<file path="src/rtl/des_key_schedule.sv">
// rtl/des_key_schedule.sv - sequential DES round subkey generator (PC-1, C/D rotation, PC-2)
module des_key_schedule #(
  parameter bit ZERO_IDLE = 1'b1
) (
  input  logic        clk,
  input  logic        rst_n,
  input  logic [1:64] key_in,
  input  logic        key_load,
  input  logic        decrypt,
  input  logic        subkey_ready,
  output logic [1:48] subkey_out,
  output logic        subkey_valid,
  output logic [3:0]  round_idx,
  output logic        busy,
  output logic        done
);

  typedef enum logic [1:0] {IDLE, RUN, FIN} state_t;

  localparam int PC1_TAB [1:56] = '{
    57, 49, 41, 33, 25, 17,  9,
     1, 58, 50, 42, 34, 26, 18,
    10,  2, 59, 51, 43, 35, 27,
    19, 11,  3, 60, 52, 44, 36,
    63, 55, 47, 39, 31, 23, 15,
     7, 62, 54, 46, 38, 30, 22,
    14,  6, 61, 53, 45, 37, 29,
    21, 13,  5, 28, 20, 12,  4
  };

  localparam int PC2_TAB [1:48] = '{
    14, 17, 11, 24,  1,  5,
     3, 28, 15,  6, 21, 10,
    23, 19, 12,  4, 26,  8,
    16,  7, 27, 20, 13,  2,
    41, 52, 31, 37, 47, 55,
    30, 40, 51, 45, 33, 48,
    44, 49, 39, 56, 34, 53,
    46, 42, 50, 36, 29, 32
  };

  function automatic logic [1:56] pc1(input logic [1:64] k);
    logic [1:56] r;
    for (int i = 1; i <= 56; i++) r[i] = k[PC1_TAB[i]];
    return r;
  endfunction

  function automatic logic [1:48] pc2(input logic [1:56] cd);
    logic [1:48] r;
    for (int i = 1; i <= 48; i++) r[i] = cd[PC2_TAB[i]];
    return r;
  endfunction

  // Rounds 1, 2, 9 and 16 shift by one; all others by two.
  function automatic logic single_shift(input logic [4:0] rnd);
    return (rnd == 5'd1) || (rnd == 5'd2) || (rnd == 5'd9) || (rnd == 5'd16);
  endfunction

  function automatic logic [1:28] rot(input logic [1:28] x, input logic left, input logic one);
    logic [1:28] r;
    if (left) r = one ? {x[2:28], x[1]} : {x[3:28], x[1:2]};
    else      r = one ? {x[28], x[1:27]} : {x[27:28], x[1:26]};
    return r;
  endfunction

  state_t      state_q, state_d;
  logic [1:28] c_q, c_d, d_q, d_d;
  logic        mode_q, mode_d;
  logic [4:0]  count_q, count_d;
  logic [1:56] pc_key;
  logic        one;

  always_comb begin
    state_d = state_q;
    c_d     = c_q;
    d_d     = d_q;
    mode_d  = mode_q;
    count_d = count_q;
    pc_key  = pc1(key_in);
    one     = 1'b0;
    case (state_q)
      IDLE: begin
        if (key_load) begin
          // Total rotation is 28, so unrotated PC-1 is already K16 for decryption.
          c_d     = decrypt ? pc_key[1:28]  : rot(pc_key[1:28], 1'b1, 1'b1);
          d_d     = decrypt ? pc_key[29:56] : rot(pc_key[29:56], 1'b1, 1'b1);
          mode_d  = decrypt;
          count_d = 5'd1;
          state_d = RUN;
        end
      end
      RUN: begin
        if (subkey_ready) begin
          if (count_q == 5'd16) begin
            state_d = FIN;
          end else begin
            count_d = count_q + 5'd1;
            one     = mode_q ? single_shift(5'd17 - count_q) : single_shift(count_q + 5'd1);
            c_d     = rot(c_q, !mode_q, one);
            d_d     = rot(d_q, !mode_q, one);
          end
        end
      end
      FIN:     state_d = IDLE;
      default: state_d = IDLE;
    endcase
  end

  always_ff @(posedge clk) begin
    if (!rst_n) begin
      state_q <= IDLE;
      c_q     <= '0;
      d_q     <= '0;
      mode_q  <= 1'b0;
      count_q <= '0;
    end else begin
      state_q <= state_d;
      c_q     <= c_d;
      d_q     <= d_d;
      mode_q  <= mode_d;
      count_q <= count_d;
    end
  end

  assign subkey_valid = (state_q == RUN);
  assign busy         = (state_q == RUN);
  assign done         = (state_q == FIN);
  // Round 16 wraps to 0 in the 4-bit field; qualify with subkey_valid.
  assign round_idx    = !subkey_valid ? 4'd0 :
                        mode_q ? 4'(5'd17 - count_q) : count_q[3:0];
  assign subkey_out   = (ZERO_IDLE && !subkey_valid) ? '0 : pc2({c_q, d_q});

endmodule
</file>
<file path="config.mk">
export PLATFORM = sky130hd
export DESIGN_NAME = des_key_schedule
export DESIGN_NICKNAME = d
export VERILOG_FILES = /design/src/rtl/des_key_schedule.sv
export SDC_FILE = /design/constraint.sdc
export NUM_CORES = 1
export LEC_CHECK = 0
export ABC_AREA = 1
export CORE_MARGIN = 2
export CORE_UTILIZATION = 50
export DETAILED_ROUTE_END_ITERATION = 10
export PLACE_DENSITY = 0.79
export SKIP_LAST_GASP = 1
export SLEW_MARGIN = 0
export SYNTH_ARGS = -nofsm -noshare
export SYNTH_HDL_FRONTEND = slang
export SYNTH_SLANG_ARGS = --single-unit
export TNS_END_PERCENT = 30
</file>
<file path="constraint.sdc">
create_clock -name clk -period 6.35 [get_ports clk]
set_clock_uncertainty 0.2 [all_clocks]
set_input_delay 0.635 -clock clk [delete_from_list [all_inputs] [get_ports clk]]
set_output_delay 0.635 -clock clk [all_outputs]
set_load 0.02 [all_outputs]
</file>
* Word-level counts from Yosys, hierarchy flattened *
Cells that the tools add are included.

word-level totals
  bits in registers = 64
  output and inout port bits = 55
  logic and storage cells = 61
  input bits = 69

cells by class
  equal/unequal tests = 15
  reduce and logical (&&, ||, !) cells = 11
  $add $sub $neg = 2
  multiplexer cells = 28

operator list
  cell                                                              count
  28-bit 2-to-1 mux                                                 14
  28-bit case mux with 2 select lines                               2
  48-bit 2-to-1 mux                                                 1
  5-bit == test (second input constant)                             3
  5-bit 2-to-1 mux                                                  3
  5-bit by 1-bit == test with 1-bit output (second input constant)  2
  5-bit by 2-bit == test with 1-bit output (second input constant)  2
  5-bit by 4-bit == test with 1-bit output (second input constant)  2
  5-bit case mux with 2 select lines                                1
  4-bit 2-to-1 mux                                                  2
  1-bit logical OR                                                  6
  2-bit 2-to-1 mux                                                  3
  2-bit != test (second input constant)                             3
  5-bit by 1-bit adder with 5-bit output (second input constant)    1
  5-bit subtractor (first input constant)                           1
  2-bit case mux with 2 select lines                                1
  4-bit AND reduction                                               1
  3-bit AND reduction                                               1
  2-bit by 1-bit == test with 1-bit output (second input constant)  1
  2-bit == test (second input constant)                             1
  2-bit logical NOT                                                 1
  2-bit by 1-bit != test with 1-bit output (second input constant)  1
  2-bit AND reduction                                               1
  2-bit nonzero test                                                1
  1-bit 2-to-1 mux                                                  1

* Depth between registers and ports, before layout *
  word-level depth = 11
  gate-level depth with buffers = 17
  mapped depth without buffers = 14

* Worst setup path after synthesis *
No wires, ideal clock.

  path kind = register to output
  from = register state_q[0]
  to = output round_idx[2]
  data arrival time = 1.518 ns
  stages on the path, launching flop included = 7
  path slack = 3.997 ns
  required time = 5.515 ns
  buffers on the path = 2
  cell sequence = dfxtp_1 -> inv_1 -> nor2_2 -> inv_2 -> clkbuf_1 -> clkbuf_1 -> a211oi_1

on the way
  longest elaborated chain between the ends = 2

RTL lines
  what                                      line  source
  start: declaration                        66    state_t state_q, state_d;
  start signal: assignment                  117   state_q <= state_d;
  2-bit by 1-bit == test with 1-bit output  125   assign subkey_valid = (state_q == RUN);
  4-bit 2-to-1 mux                          129   assign round_idx = !subkey_valid ? 4'd0 :
  end: declaration                          13    output logic [3:0] round_idx,

No other way between the ends.

* Worst setup path after layout *
  from = register state_q[0]
  to = output subkey_out[10] (netlist name)

on the way
  longest elaborated chain between the ends = 2

RTL lines
  what                                      line  source
  2-bit by 1-bit == test with 1-bit output  125
  48-bit 2-to-1 mux                         131   assign subkey_out = (ZERO_IDLE && !subkey_valid) ? '0 : pc2({c_q, d_q});
  end: declaration                          11    output logic [1:48] subkey_out,

No other way between the ends.

==> results_dict.tcl <==
set metrics [dict create \
    synth.net_count 1068 \
    cts_hold_buffers 0 \
    grt_first_pass_wirelength_um 26900 \
    syn-mean-instance-area_um2 5.74 \
    synth_enable_flop_cells 0 \
    post-route-util 0.616 \
    gp_weighted_congestion 0.873 \
    finish.net_count 1113 \
    synthCells 993 \
    critical_path.max_stage_delay_ns 0.77 \
    drt_pre_antenna_iters 7 \
    drive_above_1_share 0.0566 \
    ys_dominant_reg_cell "sky130_fd_sc_hd__dfxtp_1" \
    synth_largest_area_cell "sky130_fd_sc_hd__dfxtp_1" \
    setup_slack_ns 1.87 \
    worst_slew_pin_slew_ns 1.17 \
    port_bufs 115 \
    synth.distinct_cells 29 \
    crit_top_cell "sky130_fd_sc_hd__buf_4" \
    cts_tree "built" \
    timing.critical_path.to "subkey_out[10]" \
    placeableCoreArea_um2 11300 \
    r2r_slack_ns 2.05 \
    post-route-min-period_ns 4.48 \
    setup_viol 0 \
    post_route_clock_period_utilization 0.705 \
    post-synth-top-count-cell "sky130_fd_sc_hd__a21oi_1" \
    drt_iter0_drc 533 \
    cts.root.buffer_cell "sky130_fd_sc_hd__clkbuf_16" \
    crit_path_max_fanout 61 \
    insertedDiodeCount 0 \
    setup_tns_ns 0 \
    worst_r2r_end "d_q[11]" \
    power.density_nw_per_um2 256 \
    detail_route.drc_violations 0 \
    synth_async_sr_flop_share 0 \
    crit-reg2reg-launch "state_q[0]" \
    placed_area_um2 6630 \
    layout_stage_area_growth_over_the_synthesis_result_pct 21.8 \
    seq_total_area_yosys 0.225 \
    pre_cts_worst_setup_slack_ns 2.10 \
    postSynthRegisterBits 64 \
    placementRows 39 \
    cts_resized 0 \
    dp_hpwl_um 9760 \
    first_global_vias 5782 \
    design.portCount 124 \
    ir_worst_vdd_mv 0.193 \
    cts.reportedPaths.clkPinSlew_ns 0.05 \
    routedWlPerCell_um 13.8 \
    path_cells "inv_1, nor2_4, buf_4, clkinv_2, buf_4, nor2_1, clkdlybuf4s50_1" \
    numClockSinks 64 \
    clk_latency_ns 0.33 \
    r2r_cells 11 \
    required_ns 5.51 \
    h-tree-depth 3 \
    yosys_warnings 0 \
    ant_nets 0 \
    fmaxAchievable_mhz 223 \
    maxSlewViolCount 0 \
    num_vias 6595 \
    synth_area_um2 5700 \
    die_y_um 111 \
    outcome "complete, no violations" \
    worstSetupPathType "register to output pin" \
    grt_setup_unrepaired "false" \
    cts-buffers-inserted 9 \
    floorplan.die_area_um2 12300 \
    clock_tree.buffer_depth 2 \
    grt_util_all_layers 0.253 \
    p_leak_nw 2.83 \
    arrival_ns 3.64 \
    maxSlewHeadroom 0.220 \
    total_power_w 0.00178 \
    crit_slowest_cell "sky130_fd_sc_hd__clkinv_2" \
    timing.hold.worst.class "register to register" \
    post_drt_via_cell_ratio 5.57 \
    die_width_um 111 \
    gr-total-overflow 0 \
    route.final.wire_length_um 16400 \
    netlist.area_leader.share 0.225 \
    setup.worst_path.start "state_q[0]" \
    antenna_found_initial 0 \
    maxCapViolations 0 \
    netlist_top_cells_count "sky130_fd_sc_hd__a21oi_1 (199), sky130_fd_sc_hd__nand3_1 (176), sky130_fd_sc_hd__nand2_1 (144)" \
    post_synth_main_area_contributors "sky130_fd_sc_hd__dfxtp_1 (22%), sky130_fd_sc_hd__a21oi_1 (17%), sky130_fd_sc_hd__nand3_1 (15%)" \
    crit_path_start_kind "register" \
    post_cts_buffers 0 \
    post-route-cell-area_um2 6950 \
    grt_max_degree 118 \
    timing_hold_violations_final 0 \
    end_kind "output pin" \
    starting_density_of_the_core 0.506 \
]
==> power by group <==
group | internal (W) | switching (W)
Combinational | 0.000254 | 0.000417
Sequential | 0.000463 | 0.0000985
Clock | 0.000362 | 0.000181
==> per-layer routing <==
layer / share of wire / up-vias / global-route usage
li1: - / 3402 / -
met1: 0.47 / 2938 / 0.359
met2: 0.46 / 238 / 0.410
met3: 0.063 / 17 / 0.0219
met4: 0.011 / 0 / 0.0750
met5: 0 / - / 0
==> logic make-up (layout without fill, tap and decap cells) <==
| kind of cell | count (synthesis) | after routing | share of synthesized area |
|---|---|---|---|
| multiplexers | 2 | 2 | 0.00395 |
| XOR/XNOR | 1 | 1 | 0.00154 |
| AND/OR/NAND/NOR | 442 | 442 | 0.350 |
| adder cells (fa/ha/maj) | 6 | 6 | 0.0132 |
| flip-flops | 64 | 64 | 0.225 |
| AO/OA/AOI/OAI | 293 | 293 | 0.260 |
| buffers and inverters | 185 | 234 | 0.147 |
==> how the worst min path moves through the flow <==
stage | start | to | slack, ns | cells past startpoint
after floorplan | c_q[9] | c_q[9] | 0.32 | 2
after global placement | c_q[9] | c_q[9] | 0.34 | 2
after detailed placement | d_q[5] | d_q[5] | 0.35 | 2
after CTS | c_q[9] | c_q[9] | 0.36 | 2
after global routing | c_q[26] | c_q[26] | 0.40 | 2
final | d_q[5] | d_q[5] | 0.36 | 2
==> state kept, by name (all words and copies together), names as in the netlist <==
register  flops
c_q          28
count_q       5
d_q          28
mode_q        1
state_q       2
==> stage by stage <==
stage / cells / hold slack [ns]
6_report: 1185 / 0.359
5_1_grt: 1185 / 0.400
3_3_place_gp: 1170 / 0.342
4_1_cts: 1185 / 0.360
2_1_floorplan: 993 / 0.319
3_5_place_dp: 1170 / 0.354
==> layout by cell type, fill, tap and decap left out, types with 21 or more instances in the layout <==
master	n
sky130_fd_sc_hd__a21oi_1	199
sky130_fd_sc_hd__nand3_1	176
sky130_fd_sc_hd__nand2_1	144
sky130_fd_sc_hd__clkdlybuf4s50_1	114
sky130_fd_sc_hd__inv_1	93
sky130_fd_sc_hd__nor2_1	88
sky130_fd_sc_hd__o21ai_0	81
sky130_fd_sc_hd__dfxtp_1	63
sky130_fd_sc_hd__nand2_2	21
==> worst max-delay path, delay by kind of cell (launching register included) <==
kind,cells,cell delay (ns)
buffers and inverters,5,2.63
DFF,1,0.37
and+or+nand+nor,2,0.29
==> final cells by class <==
class / instances / area (um2)
clock buffers: 12 / 256
clock inverters: 3 / 65.1
fillers: 1118 / 4330
inverters: 96 / 362
multi-input cells: 744 / 3590
flip-flops and latches: 64 / 1280
well taps: 143 / 179
repair buffers: 123 / 1210
Power figures use the tool's default switching activity.
